<file path="src/rtl/mux_arbiter.sv">
// Two-source burst arbiter driving a shared, registered 2:1 datapath.
// Alternates ownership under contention and caps each grant at MAX_BURST beats.
module mux_arbiter #(
  parameter int WIDTH     = 8,
  parameter int MAX_BURST = 4
) (
  input  logic             clk,
  input  logic             rst_n,
  input  logic             req0,
  input  logic             req1,
  input  logic [WIDTH-1:0] din0,
  input  logic [WIDTH-1:0] din1,
  input  logic             last0,
  input  logic             last1,
  output logic             gnt0,
  output logic             gnt1,
  output logic             sel,
  output logic [WIDTH-1:0] dout,
  output logic             dout_valid,
  input  logic             dout_ready,
  output logic             busy
);

  typedef enum logic [1:0] {
    IDLE = 2'd0,
    G0   = 2'd1,
    G1   = 2'd2
  } state_t;

  localparam logic [3:0] LIMIT = 4'(MAX_BURST - 1);

  state_t           r_state;
  logic [3:0]       r_count;
  logic             r_last_owner;
  logic [WIDTH-1:0] r_dout;
  logic             r_dout_valid;

  state_t           w_next_state;
  logic             w_granted;
  logic             w_owner_id;
  logic             w_req_own;
  logic             w_last_own;
  logic             w_out_free;
  logic             w_accept;
  logic             w_grant_end;

  // Tie goes to whichever source did not own the previous grant.
  function automatic state_t arb(input logic a0, input logic a1, input logic owner);
    state_t result;
    result = IDLE;
    if (a0 && a1)  result = owner ? G0 : G1;
    else if (a0)   result = G0;
    else if (a1)   result = G1;
    return result;
  endfunction

  // NOTE: every signal gets a default at the top of always_comb so no path
  // leaves it unassigned, which is what would otherwise infer a latch.
  always_comb begin
    w_granted    = (r_state != IDLE);
    w_owner_id   = (r_state == G1);
    w_req_own    = w_owner_id ? req1 : req0;
    w_last_own   = w_owner_id ? last1 : last0;
    w_out_free   = !r_dout_valid || dout_ready;
    w_accept     = w_granted && w_req_own && w_out_free;
    w_grant_end  = w_granted &&
                   (!w_req_own || (w_accept && (w_last_own || r_count == LIMIT)));
    w_next_state = r_state;
    if (!w_granted)       w_next_state = arb(req0, req1, r_last_owner);
    else if (w_grant_end) w_next_state = arb(req0, req1, w_owner_id);
  end

  // NOTE: state registers use non-blocking assignments so every flop samples
  // the pre-edge values, independent of statement order.
  always_ff @(posedge clk or negedge rst_n) begin
    if (!rst_n) begin
      r_state      <= IDLE;
      r_count      <= '0;
      r_last_owner <= 1'b1;
      r_dout       <= '0;
      r_dout_valid <= 1'b0;
    end else begin
      r_state <= w_next_state;

      // Counter restarts on every fresh grant, including a re-grant to the same owner.
      if (!w_granted || w_grant_end) r_count <= '0;
      else if (w_accept)             r_count <= r_count + 4'd1;

      if (w_grant_end) r_last_owner <= w_owner_id;

      if (w_accept) begin
        r_dout       <= w_owner_id ? din1 : din0;
        r_dout_valid <= 1'b1;
      end else if (r_dout_valid && dout_ready) begin
        r_dout_valid <= 1'b0;
      end
    end
  end

  assign gnt0       = (r_state == G0);
  assign gnt1       = (r_state == G1);
  assign sel        = (r_state == G0);
  assign busy       = (r_state != IDLE);
  assign dout       = r_dout;
  assign dout_valid = r_dout_valid;

endmodule

</file>
<file path="config.mk">
export PLATFORM = sky130hd
export DESIGN_NAME = mux_arbiter
export DESIGN_NICKNAME = d
export VERILOG_FILES = /design/src/rtl/mux_arbiter.sv
export SDC_FILE = /design/constraint.sdc
export NUM_CORES = 1
export LEC_CHECK = 0
export CAP_MARGIN = 30
export CORE_MARGIN = 2
export CORE_UTILIZATION = 37
export DETAILED_ROUTE_END_ITERATION = 8
export MAX_ROUTING_LAYER = met4
export PLACE_DENSITY_LB_ADDON = 0.05
export SLEW_MARGIN = 20
export SYNTH_ARGS = -nofsm -noshare
export SYNTH_HDL_FRONTEND = slang
export SYNTH_SLANG_ARGS = --single-unit
</file>
<file path="constraint.sdc">
create_clock -name clk -period 1.4 [get_ports clk]
set_input_delay 0.28 -clock clk [delete_from_list [all_inputs] [get_ports clk]]
set_output_delay 0.28 -clock clk [all_outputs]
set_load 0.05 [all_outputs]
</file>
==> results of run 1 <==
[area by class of cell]
| cell class | instances | area, um2 | share of cell area (%) |
|---|---|---|---|
| clock buffers | 4 | 36.28 | 2.112 |
| inverters | 4 | 17.52 | 1.020 |
| multi-input cells | 63 | 539.3 | 31.39 |
| flip-flops and latches | 16 | 404.1 | 23.53 |
| well taps | 28 | 35.03 | 2.039 |
| repair buffers | 59 | 685.7 | 39.91 |
[through the flow]
stage | cells | setup slack (ps) | instance area [um2] | hold WS, ps
6_report | 174 | -205.4 | 1718 | 196.9
5_1_grt | 174 | -247.5 | 1718 | 199.0
4_1_cts | 169 | -191.6 | 1570 | 193.3
3_5_place_dp | 164 | -320.5 | 1495 | 514.3
3_3_place_gp | 164 | -278.8 | 1495 | 519.9
2_1_floorplan | 87 | -125.3 | 875.8 | -15.59
[routing by layer]
| metal | vias to the layer above | GRT usage [%] | part of all wire (%) |
|---|---|---|---|
| li1 | 428 | - | - |
| met5 | - | - | 0 |
| met1 | 419 | 21.36 | 41 |
| met3 | 2 | 4.000 | 5.1 |
| met4 | 0 | 10.68 | 0.76 |
| met2 | 22 | 32.29 | 54 |
[what timing repair did]
| action | 4_1_cts | 5_1_grt |
|---|---|---|
| gates cloned | 0 | 1 |
| buffers inserted | 1 | 4 |
| endpoints found under the setup margin | 19 | 19 |
| gates resized for setup | 11 | 30 |
| pin swaps | 1 | 1 |
[cell usage in the layout (no fill, tap or decap), drive strengths merged, types with 2 or more instances in the layout]
master / n
o31ai: 3
clkbuf: 4
nor2: 12
mux2i: 8
clkdlybuf4s50: 22
xor2: 2
buf: 37
nor3: 2
inv: 4
nand2b: 2
nor2b: 2
o21ai: 2
and2: 2
nand2: 5
dfrtp: 15
a21oi: 10
[sequential cells by signal, summed over array words and instances (netlist names)]
register / cells
r_state: 2
r_count: 4
r_last_owner: 1
dout_valid: 1
dout: 8
[kinds of logic (layout without fill, tap and decap cells)]
| group | after synthesis | in the layout | share of synthesized area [%] |
|---|---|---|---|
| xor gates and xnor gates | 2 | 2 | 2.026 |
| muxes | 8 | 8 | 9.262 |
| and+or+nand+nor | 30 | 30 | 18.24 |
| adders and majority gates | 1 | 1 | 1.447 |
| DFF | 16 | 16 | 46.45 |
| buffers and inverters | 8 | 67 | 5.353 |
| AOI/OAI and AO/OA | 22 | 22 | 17.22 |
[power breakdown]
group	switching (mW)	internal, mW
clock network	0.152	0.158
registers	0.202	0.602
logic	0.841	0.903
total	1.20	1.66
[critical path: cells and delay by family, from the launching register on]
| family | cells | cell delay [ps] |
|---|---|---|
| simple gates | 2 | 500 |
| compound gates | 2 | 480 |
| fa+ha+maj | 1 | 180 |
| flops | 1 | 370 |
[path summary, 6_finish.rpt]
check	from	to	slack, ps	cells past startpoint
max	r_count[0]	r_last_owner	-210	5
max reg2reg	r_count[0]	r_last_owner	-210	5
min	rst_n	r_state[1]	200	1
min in group clk	dout[0]	dout[0]	610	2
max in group asynchronous	rst_n	dout_valid	840	2
min reg2reg	dout[0]	dout[0]	610	2
==> out/qor.txt, run 1 <==
GP Congestion: 0.8926
Hold crit path type: input pin to asynchronous set/reset pin
# diodes: 0
DIE WIDTH: 52.34 um
Drt pass-1 iters: 4
Count of final setup violators: 16
P&R area growth vs syn: 98.70%
Post-synth net total: 111
Grt ovf: 0
Layout Skew: 1.499 ps
Die height: 52.34 um
Fillcell total: 157
Pin count of the biggest net entering global routing: 11
Crit path time final: 1605 ps
DRC: 0
Mapped Cells: 87
EDFF count, synth: 0
Final Util: 77.66%
Final-report hold violation count: 0
Nets: 171
Clk_lat worst skew: 290 ps
H-tree depth reported by CTS: 1
Status: finished, violations left
Startpoint Class: register
Via count: 871
CTS Buf Count: 3
Main synth FF type: dfrtp_1
Register bit count reported by yosys: 16
Cell with the most instances after synthesis: dfrtp_1
Post-CTS Hold Buffers: 0
Commonest cells post-synth: dfrtp_1, nor2_1, a21oi_1
Final worst path period share: 114.7%
Cell-by-cell trace of the critical path: ha_2 -> or3b_1 -> o211a_4 -> nand2b_4 -> a221o_1
Root Driver: clkbuf_4
Cell accounting for the most synthesized area: dfrtp_1
Post-synth top area share: 43.42%
IO Count: 36
Number of global-route vias before repair: 833
Routed WL: 2383 um
Port-buffer cells: 35
Pwr/cell area: 1664 nW/um2
Peak supply drop: 1344 uV
Clk buf depth: 2
Slowest CP cell: dfrtp_1
Setup TNS: -1535 ps
Cell variety after synth: 33
Post-route ant nets: 0
First-pass GRT wire length: 3684 um
Total of max-cap violations: 0
Critical Path AT: 1830 ps
Starting density of the core: 39.08%
Async set or reset register ratio after synthesis: 100.0%
CP max FO: 5
Iteration-0 DRC Markers: 11
Slowest stage delay, CP: 370 ps
Maximum clock rate: 622.9 MHz
Die footprint: 2739 um2
Total track usage: 19.31%
Critical Path RT: 1620 ps
Final Total Pwr: 2.858 mW
Slew Viols, Final: 0
Critical path endpoint category: register
Slew headroom: 82.68%
Initial antenna violation count: 0
RSZ-0062 raised after global routing: true
Leak Pwr: 0.7309 nW
Clock transition at path regs: 100 ps
FP Rows: 17
Area contributors post-synth: dfrtp_1, mux2i_1, a21oi_1, nor2_1, dfstp_2
Critical path class: register to register
Avg WL per Cell: 13.70 um
Clk sinks: 16
DR vias/cell: 5.006
Layout cells sized above 1: 48.63%
Average size of a mapped cell: 9.938 um2
CTS tree: yes
Slew @ Worst Pin: 259.8 ps
Sequential fraction of the synthesis area: 46.45%
Violated checks: setup timing
Mapped Area: 864.6 um2
Final setup margin: -205.4 ps
Synth Warn #: 0
Core Area: 2212 um2
DPL Wire Length: 1723 um
Note: power is estimated with default switching activity, not from simulation.
==> run 2, diff against run 1 <==
CTS_CLUSTER_DIAMETER = 50   (was unset)
RECOVER_POWER = 50   (was unset)
==> run 2 against run 1 <==
Against the previous run:
- the run still ends with setup timing left
- clock skew shrank 0.66 ps
- global-route usage is the same
- sequential share of layout area grew 0.10 points
- worst setup slack gained 3.7 ps
- via count grew 1.5%
- sequential power is essentially flat
- first-iteration DRC count grew 27%
- cell count is the same
==> out/qor.txt, run 2 (same netlist as run 1, synthesis figures left out) <==
Slowest stage delay, CP: 370 ps (about the same)
Die height: 52.34 um (unchanged)
Slowest CP cell: dfrtp_1
Post-CTS Hold Buffers: 0 (unchanged)
IO Count: 36 (unchanged)
Leak Pwr: 0.7239 nW (-0.96%)
Critical Path RT: 1620 ps (about the same)
Post-route ant nets: 0 (unchanged)
Avg WL per Cell: 13.72 um (+0.21%)
Root Driver: clkbuf_4
Post-DP Area: 1495 um2 (unchanged)
Hold_ws: 271.0 ps (+74.14 ps)
Crit path time final: 1602 ps (-3.677 ps)
CTS Buf Count: 3 (unchanged)
Routed WL: 2388 um (+0.21%)
Die footprint: 2739 um2 (unchanged)
DR vias/cell: 5.080 (+1.5%)
First-pass GRT wire length: 3684 um (unchanged)
Slew Viols, Final: 0 (unchanged)
Maximum clock rate: 624.3 MHz (+0.23%)
GP Congestion: 0.8926 (unchanged)
Critical path endpoint category: register
P&R area growth vs syn: 97.83%
Critical path class: register to register
Slew headroom: 73.55% (-9.1 points)
Pin count of the biggest net entering global routing: 11 (unchanged)
Grt ovf: 0 (unchanged)
DPL Wire Length: 1723 um (unchanged)
Count of final setup violators: 17 (+1)
Setup WS pre-CTS: -320.5 ps (unchanged)
Layout Skew: 0.8409 ps (-0.6579 ps)
Critical Path AT: 1820 ps (about the same)
Sequential share of power: 28.2% (about the same)
Max reg flops: 8 (unchanged)
Drt pass-1 iters: 4 (unchanged)
Clock share of power: 10.8% (about the same)
DRC: 0 (unchanged)
Most frequent cells in the layout: clkdlybuf4s50_1, buf_4, buf_12
Total track usage: 19.31% (unchanged)
Final setup margin: -201.7 ps (+3.677 ps)
# diodes: 0 (unchanged)
Core Area: 2212 um2 (unchanged)
Internal Power: 1.660 mW (-0.18%)
Clk buf depth: 2 (unchanged)
DIE WIDTH: 52.34 um (unchanged)
Final Total Pwr: 2.854 mW (-0.15%)
RSZ-0062 raised after global routing: true
Port-buffer cells: 35 (unchanged)
Via count: 884 (+1.5%)
CTS tree: yes
Clock transition at path regs: 100 ps (about the same)
Pwr/cell area: 1668 nW/um2 (+0.29%)
Hold crit path type: input pin to asynchronous set/reset pin
Clk_lat worst skew: 290 ps (about the same)
Layout cells sized above 1: 47.26% (-1.4 points)
Clk sinks: 16 (unchanged)
CP max FO: 5 (unchanged)
Peak supply drop: 1340 uV (-0.32%)
Status: finished, violations left
Final-report hold violation count: 0 (unchanged)
Switching share of power: 41.83% (about the same)
H-tree depth reported by CTS: 1 (unchanged)
Violated checks: setup timing
Final worst path period share: 114.4% (-0.26 points)
Starting density of the core: 39.08% (unchanged)
Total of max-cap violations: 0 (unchanged)
Iteration-0 DRC Markers: 14 (+3)
Sw power: 1.194 mW (-0.11%)
Comb power frac: 61.0% (about the same)
Nets: 171 (unchanged)
Initial antenna violation count: 0 (unchanged)
Startpoint Class: register
Leading cell type in the layout, fill and taps excluded: clkdlybuf4s50_1
Number of global-route vias before repair: 833 (unchanged)
Setup TNS: -1547 ps (-11.91 ps)
Finished Cell Area: 1710 um2 (-0.44%)
FP Rows: 17 (unchanged)
Slew @ Worst Pin: 396.8 ps (+137.0 ps)
Cell-by-cell trace of the critical path: ha_2 -> or3b_1 -> o211a_4 -> nand2b_4 -> a221o_1
## run 2: changes by cell type in the layout (fill, tap and decap cells not counted)
| cell | before | now |
|---|---|---|
| buf_4 | 18 | 16 |
| clkbuf_1 | 0 | 2 |
| clkdlybuf4s50_1 | 22 | 21 |
| dlygate4sd3_1 | 0 | 1 |
## run 2: critical path: cells and delay by family (launching register included)
family | cells | cell delay, ps
DFF | 1 | 370
AOI/OAI and AO/OA | 2 | 480
and+or+nand+nor | 2 | 500
adders and majority gates | 1 | 180
## run 2: final cells by class
class                           count  area, um2
Fill cell                         159      501.7
Inverter                            4      17.52
Sequential cell                    16      404.1
Timing Repair Buffer               59      678.2
Multi-Input combinational cell     63      539.3
Tap cell                           28      35.03
Clock buffer                        4      36.28
## run 2: through the flow
step | util (%) | std cells
after floorplan | - | 87
after global placement | 67.59 | 164
final | 77.32 | 174
after CTS | 70.98 | 169
after detailed placement | 67.59 | 164
after global routing | 77.32 | 174
## run 2: repair_timing
item                                   in CTS  in global routing
gates resized for setup                    11                 30
setup endpoints to repair                  19                 19
cloned                                      0                  1
setup buffers                               1                  4
pin swaps                                   1                  1
endpoints found under the hold margin       0                  0
## run 2: path summary, 6_finish.rpt
| kind | start | endpoint | slack [ps] | cells after the start |
|---|---|---|---|---|
| hold reg to reg | dout[0] | dout[0] | 610 | 2 |
| min in group clk | dout[0] | dout[0] | 610 | 2 |
| setup reg to reg | r_count[0] | r_last_owner | -200 | 5 |
| hold / removal | rst_n | r_state[1] | 270 | 1 |
| max in group asynchronous | rst_n | dout_valid | 530 | 2 |
| setup / recovery | r_count[0] | r_last_owner | -200 | 5 |
## run 2: per-layer routing
metal  track usage [%]  routed length [um]  vias to the layer above
met2             32.29                1252                       33
met5                 -                   0                        -
met3             4.000                 140                        6
met4             10.68                  32                        0
met1             21.36                 962                      416
li1                  -                   -                      429
## run 2: power by group through the flow
stage / clock (mW) / combinational (mW) / sequential, mW
global placement: 0 / 1.50 / 0.756
floorplan: 0 / 0.409 / 1.06
detailed placement: 0 / 1.52 / 0.758
finish: 0.310 / 1.74 / 0.804
CTS: 0.320 / 1.57 / 0.757
global route: 0.343 / 1.82 / 0.826
